==> src/rtl/mem_port_ctrl.sv <==
// mem_port_ctrl: LC-3 memory-port unit. Owns MAR/MDR and turns a one-cycle request
// into a multi-cycle asynchronous-SRAM read or write with WAIT_STATES extra cycles,
// finishing with a one-cycle mem_ack.
//
// Optional feature: define MEM_IO_MAP_EN to map addresses >= IO_BASE onto io_sw
// (read) and io_hex (write) instead of the SRAM.
//
// Ports:
//   clk, Reset            clock, asynchronous active-high reset
//   bus_in                internal bus value
//   LD_MAR, LD_MDR        register loads from bus_in (honoured only while idle)
//   mem_req, mem_we       access request and direction (sampled only while idle)
//   mem_ack, busy         completion pulse, not-idle flag
//   MAR_out, MDR_out      register contents
//   sram_*                SRAM address/data and active-low strobes
//   io_sw, io_hex         switch input / hex display register (MEM_IO_MAP_EN only)
module mem_port_ctrl #(
    parameter int unsigned WIDTH       = 16,
    parameter int unsigned AWIDTH      = 16,
    parameter int unsigned WAIT_STATES = 2
`ifdef MEM_IO_MAP_EN
    ,
    parameter logic [AWIDTH-1:0] IO_BASE = AWIDTH'(16'hFE00)
`endif
) (
    input  logic              clk,
    input  logic              Reset,
    input  logic [WIDTH-1:0]  bus_in,
    input  logic              LD_MAR,
    input  logic              LD_MDR,
    input  logic              mem_req,
    input  logic              mem_we,
    output logic              mem_ack,
    output logic              busy,
    output logic [AWIDTH-1:0] MAR_out,
    output logic [WIDTH-1:0]  MDR_out,
    output logic [AWIDTH-1:0] sram_addr,
    output logic [WIDTH-1:0]  sram_wdata,
    input  logic [WIDTH-1:0]  sram_rdata,
`ifdef MEM_IO_MAP_EN
    input  logic [WIDTH-1:0]  io_sw,
    output logic [WIDTH-1:0]  io_hex,
`endif
    output logic              sram_ce_n,
    output logic              sram_oe_n,
    output logic              sram_we_n
);

    localparam logic [3:0] WaitInit = 4'(WAIT_STATES);

    typedef enum logic [1:0] {StIdle, StAccess, StDone} state_e;

    state_e             state_q, state_d;
    logic [3:0]         cnt_q, cnt_d;
    logic               we_q, we_d;
    logic [AWIDTH-1:0]  mar_q, mar_d;
    logic [WIDTH-1:0]   mdr_q, mdr_d;
    logic               bypass;
`ifdef MEM_IO_MAP_EN
    logic               io_q, io_d;
    logic [WIDTH-1:0]   hex_q, hex_d;
`endif

    always_ff @(posedge clk or posedge Reset) begin
        if (Reset) begin
            state_q <= StIdle;
            cnt_q   <= 4'd0;
            we_q    <= 1'b0;
            mar_q   <= '0;
            mdr_q   <= '0;
`ifdef MEM_IO_MAP_EN
            io_q    <= 1'b0;
            hex_q   <= '0;
`endif
        end else begin
            state_q <= state_d;
            cnt_q   <= cnt_d;
            we_q    <= we_d;
            mar_q   <= mar_d;
            mdr_q   <= mdr_d;
`ifdef MEM_IO_MAP_EN
            io_q    <= io_d;
            hex_q   <= hex_d;
`endif
        end
    end

    always_comb begin
        state_d = state_q;
        cnt_d   = cnt_q;
        we_d    = we_q;
        mar_d   = mar_q;
        mdr_d   = mdr_q;
`ifdef MEM_IO_MAP_EN
        io_d    = io_q;
        hex_d   = hex_q;
`endif
        unique case (state_q)
            StIdle: begin
                if (LD_MAR) mar_d = AWIDTH'(bus_in);
                if (LD_MDR) mdr_d = bus_in;
                if (mem_req) begin
                    // The access uses MAR/MDR as loaded on this same edge.
                    state_d = StAccess;
                    we_d    = mem_we;
                    cnt_d   = WaitInit;
`ifdef MEM_IO_MAP_EN
                    io_d    = (mar_d >= IO_BASE);
                    if (io_d) cnt_d = 4'd0;
`endif
                end
            end
            StAccess: begin
                if (cnt_q == 4'd0) begin
                    state_d = StDone;
`ifdef MEM_IO_MAP_EN
                    if (!we_q) mdr_d = io_q ? io_sw : sram_rdata;
                    else if (io_q) hex_d = mdr_q;
`else
                    if (!we_q) mdr_d = sram_rdata;
`endif
                end else begin
                    cnt_d = cnt_q - 4'd1;
                end
            end
            StDone:  state_d = StIdle;
            default: state_d = StIdle;
        endcase
    end

`ifdef MEM_IO_MAP_EN
    assign bypass = io_q;
    assign io_hex = hex_q;
`else
    assign bypass = 1'b0;
`endif

    logic sram_cyc;
    assign sram_cyc = (state_q == StAccess) && !bypass;

    // Strobes derive from the async-reset state, so they drop to 1 the moment Reset rises.
    // The last write cycle releases we_n to hold data; with no wait states that cycle is
    // the only one, so we_n stays low then.
    assign sram_ce_n = !sram_cyc;
    assign sram_oe_n = !(sram_cyc && !we_q);
    assign sram_we_n = !(sram_cyc && we_q && ((cnt_q != 4'd0) || (WAIT_STATES == 0)));

    assign mem_ack    = (state_q == StDone);
    assign busy       = (state_q != StIdle);
    assign MAR_out    = mar_q;
    assign MDR_out    = mdr_q;
    assign sram_addr  = mar_q;
    assign sram_wdata = mdr_q;

endmodule

==> config.mk <==
export PLATFORM = sky130hd
export DESIGN_NAME = mem_port_ctrl
export DESIGN_NICKNAME = d
export VERILOG_FILES = /design/src/rtl/mem_port_ctrl.sv
export SDC_FILE = /design/constraint.sdc
export NUM_CORES = 1
export LEC_CHECK = 0
export ABC_AREA = 1
export CORE_MARGIN = 2
export CORE_UTILIZATION = 43
export DETAILED_ROUTE_END_ITERATION = 7
export PLACE_DENSITY = 0.86
export SYNTH_ARGS = -nofsm -noshare
export SYNTH_HDL_FRONTEND = slang
export SYNTH_SLANG_ARGS = --single-unit
==> constraint.sdc <==
create_clock -name clk -period 2.5 [get_ports clk]
set_input_delay 0.5 -clock clk [delete_from_list [all_inputs] [get_ports clk]]
set_output_delay 0.5 -clock clk [all_outputs]
set_load 0.01 [all_outputs]
==> metrics, run 1 <==
status completed; routed len/inst 13.48 um; clk buf depth 2; initial DRC count 84; TritonRoute pass-1 iters 4; clk_lat worst skew 0.30 ns; Critical Path RT 2.00 ns; Rows 25; antenna violations before repair 0; Ant. Diodes 0; Hold Buf Count CTS 0; FF+latch count, synth 39; Avg Cell Area, Syn 7.992 um^2; Max H-tree Level 2; sequential fraction of the synthesis area 0.4643; Final period util 0.9680; crit path kind reg -> out; Final GP Congestion 0.8314; Setup crit end kind output port; antenna-violating nets left 0; reg-to-reg setup timing slack 0.81 ns; CP Launch Type flip-flop; CORE AREA 4723 um^2; Hold Fails Final Rpt 0; syn_nets 303; cells after synthesis 263; drt via density 4.632; setup_tns 0 ns; WP data arrival 1.92 ns; Unique masters post-synth 21; total setup buffers inserted after CTS 1; Max-Cap Viols 0; layout cells sized above 1 0.06452; DPL Wire Length 4.212 mm; Die ar. 5463 um^2; initial core utilization 0.4450; crit path max fanout 5; Slew @ Worst Pin 0.6052 ns; fmax 413.2 MHz; Post-CTS Resized 0; dpl cell area 2993 um^2; final wirelength 5.501 mm; Slew headroom 0.5961; vias in the first global route 1,700; clk_skew 0.007444 ns; top post-synthesis cells by area dfrtp_1, nand2_1, buf_4; final setup fails 0; Power per Cell Area 1371 nW/um^2; Tmin final 2.420 ns; area growth from synthesis to layout 47.50%; cell accounting for the most synthesized area dfrtp_1; GR Overflow Total 0; Leakage 1.512 nW; DR DRC count 0; IO Port Bufs 106; HP Class reg -> reg; Final Slew Violations 0; TritonCTS clock tree built; post-layout util 0.6564; synthesized cell area 2102 um^2; # IOs 107; largest net degree at the start of global routing 27; unrepaired setup endpoints after global routing false; area share of the largest cell type after synthesis 0.4643; Seq. cell area 975.9 um^2; # nets final 380; via count 1,890; Design Area, Final 3100 um^2; worst-case vdd ir drop 0.6541 mV; area of the multi-input gates 780.7 um^2; Num Clock Sinks 39; fillers 391; cts bufs inserted 5; gr usage total 0.2044; global-route wire length before repair 8.342 mm; Yosys warning count 0; Clk pin slew, worst setup/hold paths 0.07 ns; die height 73.92 um; Root Driver clkbuf_8; chip width 73.92 um
[report_power, final]
part / internal [mW] / leakage [nW] / total (mW) / switching [mW]
Combinational: 1.29 / 0.976 / 2.61 / 1.32
Sequential: 0.934 / 0.485 / 1.17 / 0.237
Clock: 0.252 / 0.0515 / 0.470 / 0.218
[synth_stat cells (all sizes together)]
| master | instances |
|---|---|
| a21oi | 1 |
| buf | 39 |
| clkbuf | 2 |
| dfrtp | 39 |
| ha | 2 |
| inv | 13 |
| nand2 | 115 |
| nand3 | 28 |
| nand4 | 1 |
| nor2 | 10 |
| o21a | 3 |
| o21ai | 9 |
| xor2 | 1 |
[state kept, by name, summed over array words and instances, names as in the netlist]
name,count
MAR_out,16
cnt_q,4
we_q,1
state_q,2
MDR_out,16
[stage by stage]
step                      hold WS, ns  worst slack, ns  total power [mW]  cells
final                          0.4940          0.07990             4.252    408
after global routing           0.5221          0.02149             4.566    408
after CTS                      0.4995          0.06542             4.289    408
after detailed placement       0.4823           0.2895             3.786    399
after global placement         0.4743           0.4104             3.693    399
after floorplan                0.5026           0.9458             2.777    263
[cells in the final DEF, fill, tap and decap left out, types with 2 or more instances in the layout]
cell type and n:
nand2_2 2, inv_1 11, nand2_4 4, ha_1 2
dfrtp_1 39, clkbuf_8 7, buf_4 4, nand3_1 28
nand2_1 109, clkdlybuf4s50_1 106, o21a_1 3, o21ai_0 8
inv_2 2, nor2_1 8
[path summary, 6_finish.rpt]
| check | startpoint | depth (start not counted) | endpoint |
|---|---|---|---|
| min | MAR_out[6]$_DFFE_PP0P_ | 2 | MAR_out[6]$_DFFE_PP0P_ |
| max in group asynchronous | Reset | 3 | MAR_out[7]$_DFFE_PP0P_ |
| min in group asynchronous | Reset | 2 | MAR_out[13]$_DFFE_PP0P_ |
| max reg2reg | cnt_q[0]$_DFFE_PP0P_ | 8 | cnt_q[2]$_DFFE_PP0P_ |
| max | cnt_q[0]$_DFFE_PP0P_ | 7 | sram_we_n |
| min reg2reg | MAR_out[6]$_DFFE_PP0P_ | 2 | MAR_out[6]$_DFFE_PP0P_ |
[final cells by class]
type,instances,share of cell area
inverters,13,0.01574
repair buffers,111,0.3584
clock buffers,8,0.03228
multi-input cells,170,0.2518
flip-flops and latches,39,0.3148
well taps,67,0.02704
[critical path, stage by stage (launching register included)]
cell	delay, ns
dfrtp_1	0.40
inv_1	0.15
ha_1	0.19
nand2_1	0.13
nand2_4	0.11
inv_1	0.06
nand2_1	0.06
clkdlybuf4s50_1	0.53
[cell families (layout without fill, tap and decap cells)]
family                     after synthesis  after routing  synth area share
DFF                                     39             39            0.4643
AOI/OAI and AO/OA                       13             13           0.03452
buffers and inverters                   54            132            0.1643
adders and majority gates                2              2           0.01190
xor gates and xnor gates                 1              1          0.004167
and+or+nand+nor                        154            154            0.3208
[layer usage]
layer / track usage / share of wire / up-vias / wire, um
met4: 0.07677 / 0.018 / 0 / 97
met2: 0.3403 / 0.51 / 56 / 2831
met5: 0 / 0 / - / 0
met1: 0.2552 / 0.41 / 889 / 2276
li1: - / - / 938 / -
met3: 0.05350 / 0.054 / 7 / 297
(Power assumes the default switching activity.)
==> run 2: changes to the inputs <==
Settings changed: CTS_CLUSTER_SIZE from default to 20.
==> results of run 2 <==
The final DEF is identical to that of run 1; final timing and power are the same.
